===== src/rtl/laser_bank.sv =====
// Multi-slot laser manager: spawns lasers into the lowest free slot, steps them toward
// decreasing x on each frame tick and retires them at the playfield edge or on a hit.
module laser_bank #(
  parameter int unsigned NUM_LASERS = 4,
  parameter int unsigned X_W        = 8,
  parameter int unsigned Y_W        = 7,
  parameter int unsigned STEP       = 2,
  parameter int unsigned X_MIN      = 0,
  parameter int unsigned COOLDOWN   = 8,
  parameter int unsigned SLOT_W     = (NUM_LASERS > 1) ? $clog2(NUM_LASERS) : 1
) (
  input  logic                      clk,
  input  logic                      reset_n,
  input  logic                      fire,
  input  logic [X_W-1:0]            origin_x,
  input  logic [Y_W-1:0]            origin_y,
  input  logic                      tick,
  input  logic [NUM_LASERS-1:0]     hit_clear,
  output logic [NUM_LASERS*X_W-1:0] x_pos,
  output logic [NUM_LASERS*Y_W-1:0] y_pos,
  output logic [NUM_LASERS-1:0]     active,
  output logic                      fired,
  output logic [SLOT_W-1:0]         fired_slot,
  output logic                      full
);

  localparam int unsigned CdW     = (COOLDOWN > 0) ? $clog2(COOLDOWN + 1) : 1;
  // Unwrapped edge threshold: x below this cannot take another full step.
  localparam int unsigned EdgeLim = X_MIN + STEP;

  logic [NUM_LASERS-1:0][X_W-1:0] x_q, x_d;
  logic [NUM_LASERS-1:0][Y_W-1:0] y_q, y_d;
  logic [NUM_LASERS-1:0]          active_q, active_d;
  logic [CdW-1:0]                 cd_q, cd_d;
  logic                           fired_q, fired_d;
  logic [SLOT_W-1:0]              fired_slot_q, fired_slot_d;

  logic              free_found;
  logic [SLOT_W-1:0] free_idx;
  logic              accept;

  always_comb begin
    free_found = 1'b0;
    free_idx   = '0;
    for (int i = NUM_LASERS - 1; i >= 0; i--) begin
      if (!active_q[i]) begin
        free_found = 1'b1;
        free_idx   = SLOT_W'(i);
      end
    end
  end

  assign accept = fire && (cd_q == '0) && free_found;

  always_comb begin
    x_d          = x_q;
    y_d          = y_q;
    active_d     = active_q;
    cd_d         = cd_q;
    fired_d      = accept;
    fired_slot_d = fired_slot_q;

    for (int i = 0; i < NUM_LASERS; i++) begin
      if (accept && (free_idx == SLOT_W'(i))) begin
        x_d[i]      = origin_x;
        y_d[i]      = origin_y;
        active_d[i] = 1'b1;
      end else if (hit_clear[i] && active_q[i]) begin
        active_d[i] = 1'b0;
      end else if (tick && active_q[i]) begin
        if (32'(x_q[i]) < EdgeLim) begin
          active_d[i] = 1'b0;
        end else begin
          x_d[i] = x_q[i] - X_W'(STEP);
        end
      end
    end

    if (accept) begin
      cd_d         = CdW'(COOLDOWN);
      fired_slot_d = free_idx;
    end else if (tick && (cd_q != '0)) begin
      cd_d = cd_q - 1'b1;
    end
  end

  always_ff @(posedge clk or negedge reset_n) begin
    if (!reset_n) begin
      x_q          <= '0;
      y_q          <= '0;
      active_q     <= '0;
      cd_q         <= '0;
      fired_q      <= 1'b0;
      fired_slot_q <= '0;
    end else begin
      x_q          <= x_d;
      y_q          <= y_d;
      active_q     <= active_d;
      cd_q         <= cd_d;
      fired_q      <= fired_d;
      fired_slot_q <= fired_slot_d;
    end
  end

  assign x_pos      = x_q;
  assign y_pos      = y_q;
  assign active     = active_q;
  assign fired      = fired_q;
  assign fired_slot = fired_slot_q;
  assign full       = &active_q;

endmodule


===== config.mk =====
export PLATFORM = sky130hd
export DESIGN_NAME = laser_bank
export DESIGN_NICKNAME = d
export VERILOG_FILES = /design/src/rtl/laser_bank.sv
export SDC_FILE = /design/constraint.sdc
export NUM_CORES = 1
export LEC_CHECK = 0
export ABC_AREA = 1
export CAP_MARGIN = 20
export CORE_UTILIZATION = 30
export CTS_CLUSTER_SIZE = 30
export DETAILED_ROUTE_END_ITERATION = 8
export HOLD_SLACK_MARGIN = 0.06
export SYNTH_ARGS = -nofsm -noshare
export SYNTH_HDL_FRONTEND = slang
export SYNTH_SLANG_ARGS = --single-unit
export TNS_END_PERCENT = 20

===== constraint.sdc =====
create_clock -name clk -period 4.01 [get_ports clk]
set_input_delay 1.203 -clock clk [delete_from_list [all_inputs] [get_ports clk]]
set_output_delay 1.203 -clock clk [all_outputs]
set_load 0.03 [all_outputs]

==> impl_metrics.json <==
{
  "nets": 577,
  "globalplace.congestion": 0.8317,
  "p_leak_uw": 0.002345,
  "multi_input_area_sq_mm": 0.001490,
  "clkTransAtPathRegs_ps": 60,
  "post_drt_wl_per_cell_microns": 14.63,
  "ys_ff_latch": 71,
  "dp.cells": 681,
  "fp.dieW_microns": 110.6,
  "ant_nets": 0,
  "layout.cells.non_filler": 697,
  "via_count": 3364,
  "cts_tree": "yes",
  "vias_per_cell": 4.826,
  "finalSetupViolations": 0,
  "drtPass1Iterations": 4,
  "synth_top_area_share_pct": 50.18,
  "cp-start-kind": "flop",
  "synth_area_leader_cell": "dfrtp_1",
  "worstHoldPathCells": 2,
  "arrival_ps": 1840,
  "timing.final.crit_share_pct": 75.87,
  "die-area_sq_mm": 0.01224,
  "end_kind": "output pin",
  "numCtsBuffers": 9,
  "syn2layout_area_growth_pct": 39.26,
  "power.density_mw_per_mm2": 635.8,
  "antennaDiodeCount": 0,
  "clkLatencyLatePin_ps": 330,
  "rsz0062_at_grt": "false",
  "outcome": "finished, final reports clean",
  "worst_slew_pin_slew_ps": 884.7,
  "r2r_cells": 9,
  "crit_type": "reg2out",
  "grt_max_degree": 32,
  "route.detailed.drc": 0,
  "cts-root-buf": "clkbuf_16",
  "cp.required_ps": 2810,
  "drive_gt1_share_pct": 5.415,
  "drtIter0Drc": 205,
  "skew_ps": 3.942,
  "regArea_sq_mm": 0.001777,
  "num_rows": 39,
  "hold_violations": 0,
  "crit_fanout": 8,
  "max_freq_mhz": 328.7,
  "cts_buffer_depth": 2,
  "layout_common_cells": "nand2_1, clkdlybuf4s50_1, dfrtp_1",
  "synth_fp_nets": 484,
  "routed_wirelength_microns": 10200,
  "syn_avg_cell_area_sq_um": 7.765,
  "maxCapViolations": 0,
  "globalRouteOverflowTotal": 0,
  "ys_warn_count": 0,
  "grt_pass1_wl_microns": 16770,
  "io_pins": 91,
  "coreArea_sq_mm": 0.01147,
  "hpwl_microns": 7459,
  "final_common_cell": "nand2_1",
  "cts_resized": 0,
  "slew_headroom_pct": 40.88,
  "grtUsageTotal_pct": 17.41,
  "fillers": 1111,
  "cts_sinks": 71,
  "yosys-top-cells-area": "dfrtp_1, nand2_1, nand3_1",
  "chipHeight_microns": 110.6,
  "postCtsHoldBufs": 0,
  "htreeDepth": 3,
  "period_needed_ps": 3042,
  "yosysSeqAreaShare_pct": 50.18,
  "grt_pass1_vias": 3342,
  "yosysUniqueCellTypes": 25,
  "initial_core_util_pct": 30.88,
  "post_cts_buffers": 0,
  "hold_class": "reg2reg",
  "port_buffers": 90,
  "synthCells": 456,
  "antenna_found_initial": 0,
  "drv_slew": 0,
  "ir_drop_v": 0.0003030,
  "tns_ps": 0,
  "synth_area_sq_mm": 0.003541
}
synthesized netlist by cell type:
cell type,count
o211ai_1,2
o31ai_1,1
a21o_1,1
nand2_1,122
inv_1,55
clkbuf_1,2
a31o_2,1
or2_2,1
buf_2,9
dfrtp_1,71
nor3_1,2
a21oi_1,5
o21ai_0,44
nand4_1,2
o21ai_1,9
xor2_1,8
xnor2_1,2
o21a_1,1
inv_2,4
nor2_2,4
nand3_2,1
nand3_1,70
ha_1,5
a21boi_0,1
nor2_1,33
through the flow:
stage	setup slack [ps]	util [%]	hold slack [ps]	area, sq um	total power, uW
finish	967.7	43.00	487.4	4931	3135
global route	882.8	43.00	507.2	4931	3317
CTS	945.9	43.00	491.9	4931	3163
detailed placement	782.1	39.99	477.0	4586	2206
global placement	871.3	39.99	467.5	4586	2182
floorplan	1748	-	457.9	3541	1725
layout make-up:
cell class | count | share of cell area, %
flip-flops and latches | 71 | 36.03
multi-input cells | 315 | 30.22
repair buffers | 93 | 18.62
clock buffers | 10 | 4.643
inverters | 59 | 4.491
well taps | 143 | 3.629
clock inverters | 6 | 2.360
flip-flops by register name (all words and copies together) (netlist names):
signal and cells:
active 4, cd_q 4, x_pos 32, fired 1, y_pos 28, fired_slot 2
critical path: stages (launching register included):
cell,delay [ps]
dfrtp_1,500
nand2_1,160
nor2_2,160
clkdlybuf4s50_1,690
report_power, final:
| part | total (uW) | switching (uW) | internal [uW] |
|---|---|---|---|
| Sequential | 1030 | 145 | 888 |
| Clock | 937 | 323 | 613 |
| Combinational | 1170 | 710 | 455 |
worst paths after layout:
path / from / endpoint / slack, ps
setup / recovery: active[1]$_DFFE_PN0P_ / full / 970
hold / removal: y_pos[13]$_DFFE_PN0P_ / y_pos[13]$_DFFE_PN0P_ / 490
max in group asynchronous: reset_n / x_pos[21]$_DFFE_PN0P_ / 2400
min in group asynchronous: reset_n / y_pos[24]$_DFFE_PN0P_ / 820
hold reg to reg: y_pos[13]$_DFFE_PN0P_ / y_pos[13]$_DFFE_PN0P_ / 490
setup reg to reg: cd_q[0]$_DFFE_PN0P_ / x_pos[2]$_DFFE_PN0P_ / 1750
layer usage:
metal  share of wire, %  global-route usage [%]  vias to the layer above  routed length (microns)
met5                  0                       0                        -                        0
met4                3.0                   8.444                        0                      301
met3                8.0                   5.543                       25                      812
met2                 45                   26.92                      110                     4560
met1                 44                   21.95                     1576                     4521
li1                   -                       -                     1653                        -
kinds of logic (layout without fill, tap and decap cells):
kind of cell               count (synthesis)  after routing  share of synthesized area [%]
xor gates and xnor gates                  10             10                          2.474
and+or+nand+nor                          235            235                          28.13
adders and majority gates                  5              5                          1.767
buffers and inverters                     70            168                          7.738
DFF                                       71             71                          50.18
AOI/OAI and AO/OA                         65             65                          9.717
No activity file was read; power rests on OpenSTA's default activity.
